<file path="config.mk">
export PLATFORM = sky130hd
export DESIGN_NAME = march_element_sequencer
export DESIGN_NICKNAME = d
export VERILOG_FILES = /design/src/rtl/march_element_sequencer.sv
export SDC_FILE = /design/constraint.sdc
export NUM_CORES = 1
export LEC_CHECK = 0
export BUFFER_PORTS_ARGS = -buffer_cell sky130_fd_sc_hd__buf_2
export CAP_MARGIN = 20
export CORE_ASPECT_RATIO = 2
export CORE_MARGIN = 5
export CORE_UTILIZATION = 45
export CTS_BUF_LIST = sky130_fd_sc_hd__clkbuf_16
export DETAILED_ROUTE_END_ITERATION = 6
export PLACE_DENSITY = 0.73
export SETUP_SLACK_MARGIN = 0.2
export SLEW_MARGIN = 20
export SYNTH_ARGS = -nofsm -noshare
export SYNTH_HDL_FRONTEND = slang
export SYNTH_SLANG_ARGS = --single-unit
</file>
<file path="constraint.sdc">
create_clock -name clk -period 2.8 [get_ports clk]
set_input_delay 0.28 -clock clk [delete_from_list [all_inputs] [get_ports clk]]
set_output_delay 0.28 -clock clk [all_outputs]
set_load 0.005 [all_outputs]
</file>
<file path="src/rtl/march_element_sequencer.sv">
`default_nettype none
// ============================================================================
// Module      : march_element_sequencer
// Description : Walks the address counter through one march element of a
//               memory BIST algorithm. It loads the first or last address,
//               issues 1-4 operation slots per address over a valid/ready
//               handshake, steps the counter, detects the final address and
//               pulses done_out when the element completes.
// Ports       : clk, rst (async, active-high)
//               start_in/abort_in      - element control from the controller
//               dir_in/nops_in/admd_in - element setup, latched at start
//               op_ready_in            - downstream accepts the current slot
//               s_out/r_out/hold_out/updwn_out/admd_out - counter controls
//               op_valid_out/op_idx_out - operation slot handshake
//               last_addr_out/busy_out/done_out - element status
// Revision    : 1.0 - initial release
// ============================================================================
module march_element_sequencer #(
    parameter int              TASW      = 8,     // address width
    parameter int              ADMW      = 3,     // address-mode field width
    parameter logic            ADDR_UP   = 1'b1,  // direction encoding for "up"
    parameter logic [ADMW-1:0] ADMD_PRUD = ADMW'(2) // pseudo-random (LFSR) mode
) (
    input  logic            clk,
    input  logic            rst,
    input  logic            start_in,
    input  logic            abort_in,
    input  logic            dir_in,
    input  logic [1:0]      nops_in,
    input  logic [ADMW-1:0] admd_in,
    input  logic            op_ready_in,
    output logic            s_out,
    output logic            r_out,
    output logic            hold_out,
    output logic            updwn_out,
    output logic [ADMW-1:0] admd_out,
    output logic            op_valid_out,
    output logic [1:0]      op_idx_out,
    output logic            last_addr_out,
    output logic            busy_out,
    output logic            done_out
);

    typedef enum logic [2:0] {
        S_IDLE = 3'd0,
        S_LOAD = 3'd1,
        S_OPS  = 3'd2,
        S_STEP = 3'd3,
        S_DONE = 3'd4
    } state_t;

    state_t            r_state;
    logic [TASW-1:0]   r_step_cnt;
    logic [1:0]        r_op_cnt;
    logic [1:0]        r_nops;
    logic              r_updwn;
    logic [ADMW-1:0]   r_admd;
    logic              r_s;
    logic              r_r;
    logic              r_hold;
    logic              r_valid;
    logic              r_busy;
    logic              r_done;
    logic [TASW-1:0]   w_terminal;
    logic              w_last;

    // The LFSR mode cycles through 2^TASW-1 states, so it ends one step early.
    assign w_terminal = (r_admd == ADMD_PRUD) ? {{(TASW-1){1'b1}}, 1'b0}
                                              : {TASW{1'b1}};
    assign w_last     = (r_step_cnt == w_terminal) && r_busy;

    // Outputs are registered for the state being entered, so they line up
    // with r_state without any input-to-output combinational path.
    always_ff @(posedge clk or posedge rst) begin
        if (rst) begin
            r_state    <= S_IDLE;
            r_step_cnt <= '0;
            r_op_cnt   <= '0;
            r_nops     <= '0;
            r_updwn    <= ADDR_UP;
            r_admd     <= '0;
            r_s        <= 1'b0;
            r_r        <= 1'b0;
            r_hold     <= 1'b1;
            r_valid    <= 1'b0;
            r_busy     <= 1'b0;
            r_done     <= 1'b0;
        end else begin
            // Single-cycle strobes default low.
            r_s    <= 1'b0;
            r_r    <= 1'b0;
            r_done <= 1'b0;

            if (r_state != S_IDLE && abort_in) begin
                r_state  <= S_IDLE;
                r_op_cnt <= '0;
                r_hold   <= 1'b1;
                r_valid  <= 1'b0;
                r_busy   <= 1'b0;
            end else begin
                case (r_state)
                    S_IDLE: begin
                        r_hold  <= 1'b1;
                        r_valid <= 1'b0;
                        if (start_in && !abort_in) begin
                            r_updwn    <= dir_in;
                            r_nops     <= nops_in;
                            r_admd     <= admd_in;
                            r_step_cnt <= '0;
                            r_op_cnt   <= '0;
                            r_state    <= S_LOAD;
                            r_hold     <= 1'b0;
                            r_s        <= (dir_in == ADDR_UP);
                            r_r        <= (dir_in != ADDR_UP);
                            r_busy     <= 1'b1;
                        end
                    end
                    S_LOAD: begin
                        r_state <= S_OPS;
                        r_hold  <= 1'b1;
                        r_valid <= 1'b1;
                    end
                    S_OPS: begin
                        if (op_ready_in) begin
                            if (r_op_cnt < r_nops) begin
                                r_op_cnt <= r_op_cnt + 2'd1;
                            end else if (w_last) begin
                                r_state <= S_DONE;
                                r_valid <= 1'b0;
                                r_done  <= 1'b1;
                            end else begin
                                r_state <= S_STEP;
                                r_valid <= 1'b0;
                                r_hold  <= 1'b0;
                            end
                        end
                    end
                    S_STEP: begin
                        // Terminal is never reached here, so no wrap guard.
                        r_step_cnt <= r_step_cnt + 1'b1;
                        r_op_cnt   <= '0;
                        r_state    <= S_OPS;
                        r_hold     <= 1'b1;
                        r_valid    <= 1'b1;
                    end
                    S_DONE: begin
                        r_state <= S_IDLE;
                        r_hold  <= 1'b1;
                        r_busy  <= 1'b0;
                    end
                    default: begin
                        r_state <= S_IDLE;
                        r_hold  <= 1'b1;
                        r_valid <= 1'b0;
                        r_busy  <= 1'b0;
                    end
                endcase
            end
        end
    end

    assign s_out         = r_s;
    assign r_out         = r_r;
    assign hold_out      = r_hold;
    assign updwn_out     = r_updwn;
    assign admd_out      = r_admd;
    assign op_valid_out  = r_valid;
    assign op_idx_out    = r_op_cnt;
    assign last_addr_out = w_last;
    assign busy_out      = r_busy;
    assign done_out      = r_done;

endmodule
`default_nettype wire

</file>
-- Yosys cells after proc, flatten, opt, wreduce, memory -nomap -nowiden
Index checks and enable logic that the tools add are counted.
- register bits: 25
- latch bits: 0
- memory bits (writable): 0
- bits in read-only memories: 0
- bits of input ports: 11
- output and inout bits: 13
- logic and storage cells: 86
- memories: 0
- add/sub/neg operators: 2
- multipliers: 0
- div/mod/pow operators: 0
- order comparisons: 1
- eq/ne operators: 14
- shift-type cells: 0
- multiplexer cells: 38
- bitwise gates (word level): 2
- reduce and logical (&&, ||, !) cells: 17
- operators with widths (kind ; count):
    2-to-1 mux 1 bit ; 22
    one-hot mux 8 bit (2 select lines) ; 1
    2-to-1 mux 3 bit ; 5
    inequality test 3 bit (second input constant) ; 5
    AND reduction 3 bit ; 5
    equality test 3 x 2 -> 1 bit (second input constant) ; 3
    one-hot mux 3 bit (3 select lines) ; 1
    adder 8 x 1 -> 8 bit (second input constant) ; 1
    equality test 8 bit ; 1
    2-to-1 mux 2 bit ; 4
    2-to-1 mux 8 bit ; 1
    one-hot mux 2 bit (3 select lines) ; 1
    inequality test 2 bit (second input constant) ; 2
    one-hot mux 1 bit (2 select lines) ; 2
    AND reduction 4 bit ; 1
    nonzero test 4 bit ; 1
    equality test 3 x 1 -> 1 bit (second input constant) ; 1
    equality test 3 bit (second input constant) ; 1
    logical AND 1 bit ; 3
    logical NOT 3 bit ; 1
    one-hot mux 1 bit (3 select lines) ; 1
    nonzero test 3 bit ; 1
    OR reduction 3 bit ; 1
    adder 2 x 1 -> 2 bit (second input constant) ; 1
    other kinds (7) ; 8

-- Logic depth before layout (Yosys ltp)
- depth in word-level cells: 9
- depth in mapped cells: 6
- depth with buffers taken out: 5

-- Least setup slack after synthesis
Ideal clock, no wire load.
- path kind: register to register
- from: register r_state[0]
- to: register r_step_cnt[7]
- setup time: 73 ps
- arrival time: 1497 ps
- data required time: 2727 ps
- path slack: 1229 ps
- stages on the path, launching flop included: 6
- path buffers: 1
- clock period less this slack: 1571 ps
- path through: dfrtp_1 > buf_6 > nor3b_4 > o211ai_4 > or4_4 > a21oi_2
- longest elaborated chain between the ends: 4
- elaborated cells between the ends (all ways): 9
- classes of those cells: eq/ne: 2; mux: 1; bitwise: 1; reduce/logical: 5
- RTL lines (item ; line ; text):
    from (decl) ; 52 ; state_t r_state;
    from (signal assigned) ; 76 ; r_state <= S_IDLE;
    from (signal assigned) ; 95 ; r_state <= S_IDLE;
    from (signal assigned) ; 111 ; r_state <= S_LOAD;
    branches (longest 4 deep; another with equality test 3 x 2 -> 1 bit) ; -- ;
    to (signal assigned) ; 140 ; r_step_cnt <= r_step_cnt + 1'b1;
    to (decl) ; 53 ; logic [TASW-1:0] r_step_cnt;
Parallel ways; which one is timed is not known.
A chain may end at the register's enable or synchronous reset.

-- Final worst setup path
- from: register r_admd[0] (netlist: admd_out[0])
- to: output port last_addr_out
- longest elaborated chain between the ends: 4
- RTL lines (item ; line ; text):
    from (decl) ; 57 ; logic [ADMW-1:0] r_admd;
    from (signal assigned) ; 108 ; r_admd <= admd_in;
    equality test 3 x 2 -> 1 bit ; 68 ; assign w_terminal = (r_admd == ADMD_PRUD) ? {{(TASW-1){1'b1}}, 1'b0}
    2-to-1 mux 1 bit ; 68 ;
    equality test 8 bit ; 70 ; assign w_last = (r_step_cnt == w_terminal) && r_busy;
    logical AND 1 bit ; 70 ;
    to (decl) ; 39 ; output logic last_addr_out,
No other way between the ends.

==> flow_summary.yaml <==
route:
  routedWlPerCell_um: 15.27
  ant_nets: 0
  routed_wl_mm: 2.748
  drtPass1Iterations: 4
  dr_total_vias: 1025
  routed_via_density: 5.694
  drc: 0
  drtIter0Drc: 18
global_route:
  grt-ovfl-total: 0
  antenna_found_initial: 0
  grt_max_degree: 26
  grt_pass1_vias: 1066
  grtUsageTotal: 0.1607
  grt_first_pass_wirelength_mm: 4.698
place:
  place_hpwl_mm: 2.122
  dp_slack_ns: 1.047
  placed_area_um2: 1388
  placedCellCount: 176
  gp_congestion: 0.8411
  io_buffers: 23
floorplanning:
  die_w_um: 47.36
  ios: 24
  die_h_um: 84.72
  std_cell_rows: 27
  initial_core_util: 0.4591
  core_area_um2: 2736
  die-area_um2: 4012
worst_setup_path:
  r2r_setup_slack_ns: 1.01
  startpoint: "admd_out[0]"
  critPathArrivalTime_ns: 1.68
  path_max_fanout: 5
  cp-start-kind: "flop"
  r2r_end: "r_nops[1]"
  reg2regPathDepth: 3
  critPathCaptureType: "output pin"
  r2r-start: "r_state[0]"
  critPathRequiredTime_ns: 2.52
  path_class: "reg2out"
final_layout:
  stdcell_count: 180
  post-route-cell-area_um2: 1466
  fillers: 241
  fin_nets: 165
  antenna_cells: 0
  layout-drive-gt1-share: 0.2185
  syn_to_final_growth_pct: 16.73
clock_network:
  cts_max_path_buffers: 2
  clock_sinks: 25
  cts_made_buffers: 3
  ctsHoldBuffers: 0
  cts.clk_slew.worst_paths_ns: 0.06
  clockRootBuffer: "clkbuf_16"
  cts_tree: "built"
  htree_levels: 1
  ctsResizeCount: 0
  cts_setup_buffers: 0
  clock_latency_ns: 0.26
power_and_ir_drop:
  power_density_nw_per_um2: 861.1
  ir_drop_mv: 0.5125
  seqPwrFrac: 0.450
  p_int_mw: 0.8225
  switchingPower_mw: 0.4403
  clkPwrFrac: 0.245
  p_sw_frac: 0.3487
  pwr-share-comb: 0.304
  leakage_nw: 0.7185
flow_run:
  maxCapViolCount: 0
logic_synthesis:
  avgSynthCellArea_um2: 9.891
  synth_cell_types: 37
  syn_inst: 127
  synth_edf_count: 0
  synth.ff_latch_count: 25
  synth.cell_area_um2: 1256
  async_reset_ff_frac: 1.000
  synthFlopType: "dfrtp_1"
  seq_area_frac_synth: 0.5000
  synth_nets: 140
  synth_warnings: 0
timing:
  fin_tns_setup_ns: 0
  finalCritPeriodShare: 0.6983
  worst_slack_ns: 0.8447
  tightest_slew_ns: 0.8869
  finalHoldViolations: 0
  period_minus_slack_ns: 1.955
  finClkSkew_ns: 0.003067
  drv_slew: 0
  slew_headroom: 0.4051
  rsz0062_at_grt: "no"
  fin_hold_ws_ns: 0.09148
  fmax_mhz: 511.4
  setup_violations: 0
run_status:
  status: "finished clean"
min_path:
  holdCritPathClass: "in2async"
routing by layer:
metal | wire length (um) | GRT usage | vias to the layer above
li1 | - | - | 501
met1 | 1022 | 0.1655 | 498
met2 | 1557 | 0.2836 | 17
met3 | 68 | 0.01931 | 9
met4 | 100 | 0.09068 | 0
met5 | 0 | 0 | -
cell type report:
| type | count | area, um^2 | area share |
|---|---|---|---|
| Sequential cell | 25 | 628.1 | 0.4283 |
| Clock buffer | 3 | 75.07 | 0.05119 |
| Clock inverter | 1 | 3.754 | 0.002560 |
| Multi-Input combinational cell | 96 | 596.8 | 0.4070 |
| Timing Repair Buffer | 23 | 115.1 | 0.07850 |
| Tap cell | 29 | 36.28 | 0.02474 |
| Inverter | 3 | 11.26 | 0.007679 |
worst max-delay path, stage by stage (launching register included):
cell and delay, ns:
dfrtp_1 0.40, nor3b_1 0.31, xnor2_1 0.09, or3_1 0.41, inv_1 0.10, buf_2 0.11
power by group through the flow:
stage	combinational [mW]	clock [mW]	sequential [mW]
floorplan	0.296	0	0.534
global placement	0.379	0	0.567
detailed placement	0.388	0	0.572
CTS	0.390	0.319	0.566
global route	0.440	0.335	0.581
finish	0.384	0.310	0.569
registers in the layout (all words and copies together) (netlist names):
name and cells:
busy_out 1, admd_out 3, r_step_cnt 8, hold_out 1
done_out 1, updwn_out 1, r_state 3, r_out 1
op_valid_out 1, s_out 1, op_idx_out 2, r_nops 2
stage by stage:
stage | util | total power [mW]
finish | 0.5359 | 1.263
global route | 0.5359 | 1.356
CTS | 0.5359 | 1.275
detailed placement | 0.5071 | 0.9603
global placement | 0.5071 | 0.9464
floorplan | - | 0.8301
kinds of logic after synthesis:
kind of cell	after synthesis	synth area share
buffers and inverters	6	0.02489
DFF	25	0.5000
xor gates and xnor gates	4	0.02789
AOI/OAI and AO/OA	32	0.1693
adders and majority gates	2	0.01992
and+or+nand+nor	58	0.2580
cells in the final DEF, fill, tap and decap left out, types with 4 or more instances in the layout:
cell,instances
buf_2,23
or3_1,4
and3_1,4
o21ai_0,9
a21oi_1,8
and2_1,4
dfrtp_1,23
nand2_1,21
nor2_1,8
how the worst max path moves through the flow:
stage / slack [ns] / to / cells after the start
after floorplan: 1.23 / r_step_cnt[7] / 5
after global placement: 1.07 / r_step_cnt[7] / 4
after detailed placement: 1.05 / r_step_cnt[7] / 4
after CTS: 0.83 / last_addr_out / 5
after global routing: 0.71 / last_addr_out / 5
final: 0.84 / last_addr_out / 5
synth_stat cells, types with 2 or more instances:
master,number,share of area
nor3b_1,2,0.012
nor2b_1,2,0.010
a31oi_1,3,0.015
dfrtp_1,23,0.46
o211ai_1,2,0.012
nand4_1,2,0.010
dfstp_2,2,0.042
xor2_1,3,0.021
or3_1,4,0.020
and2_1,4,0.020
and3_1,4,0.020
o21ai_0,9,0.036
inv_1,3,0.0090
ha_1,2,0.020
nand2_1,21,0.063
a21o_1,3,0.018
nor2_1,8,0.024
a21oi_1,8,0.032
nand3_1,2,0.0080
nor3_1,3,0.012
(Power assumes the default switching activity.)
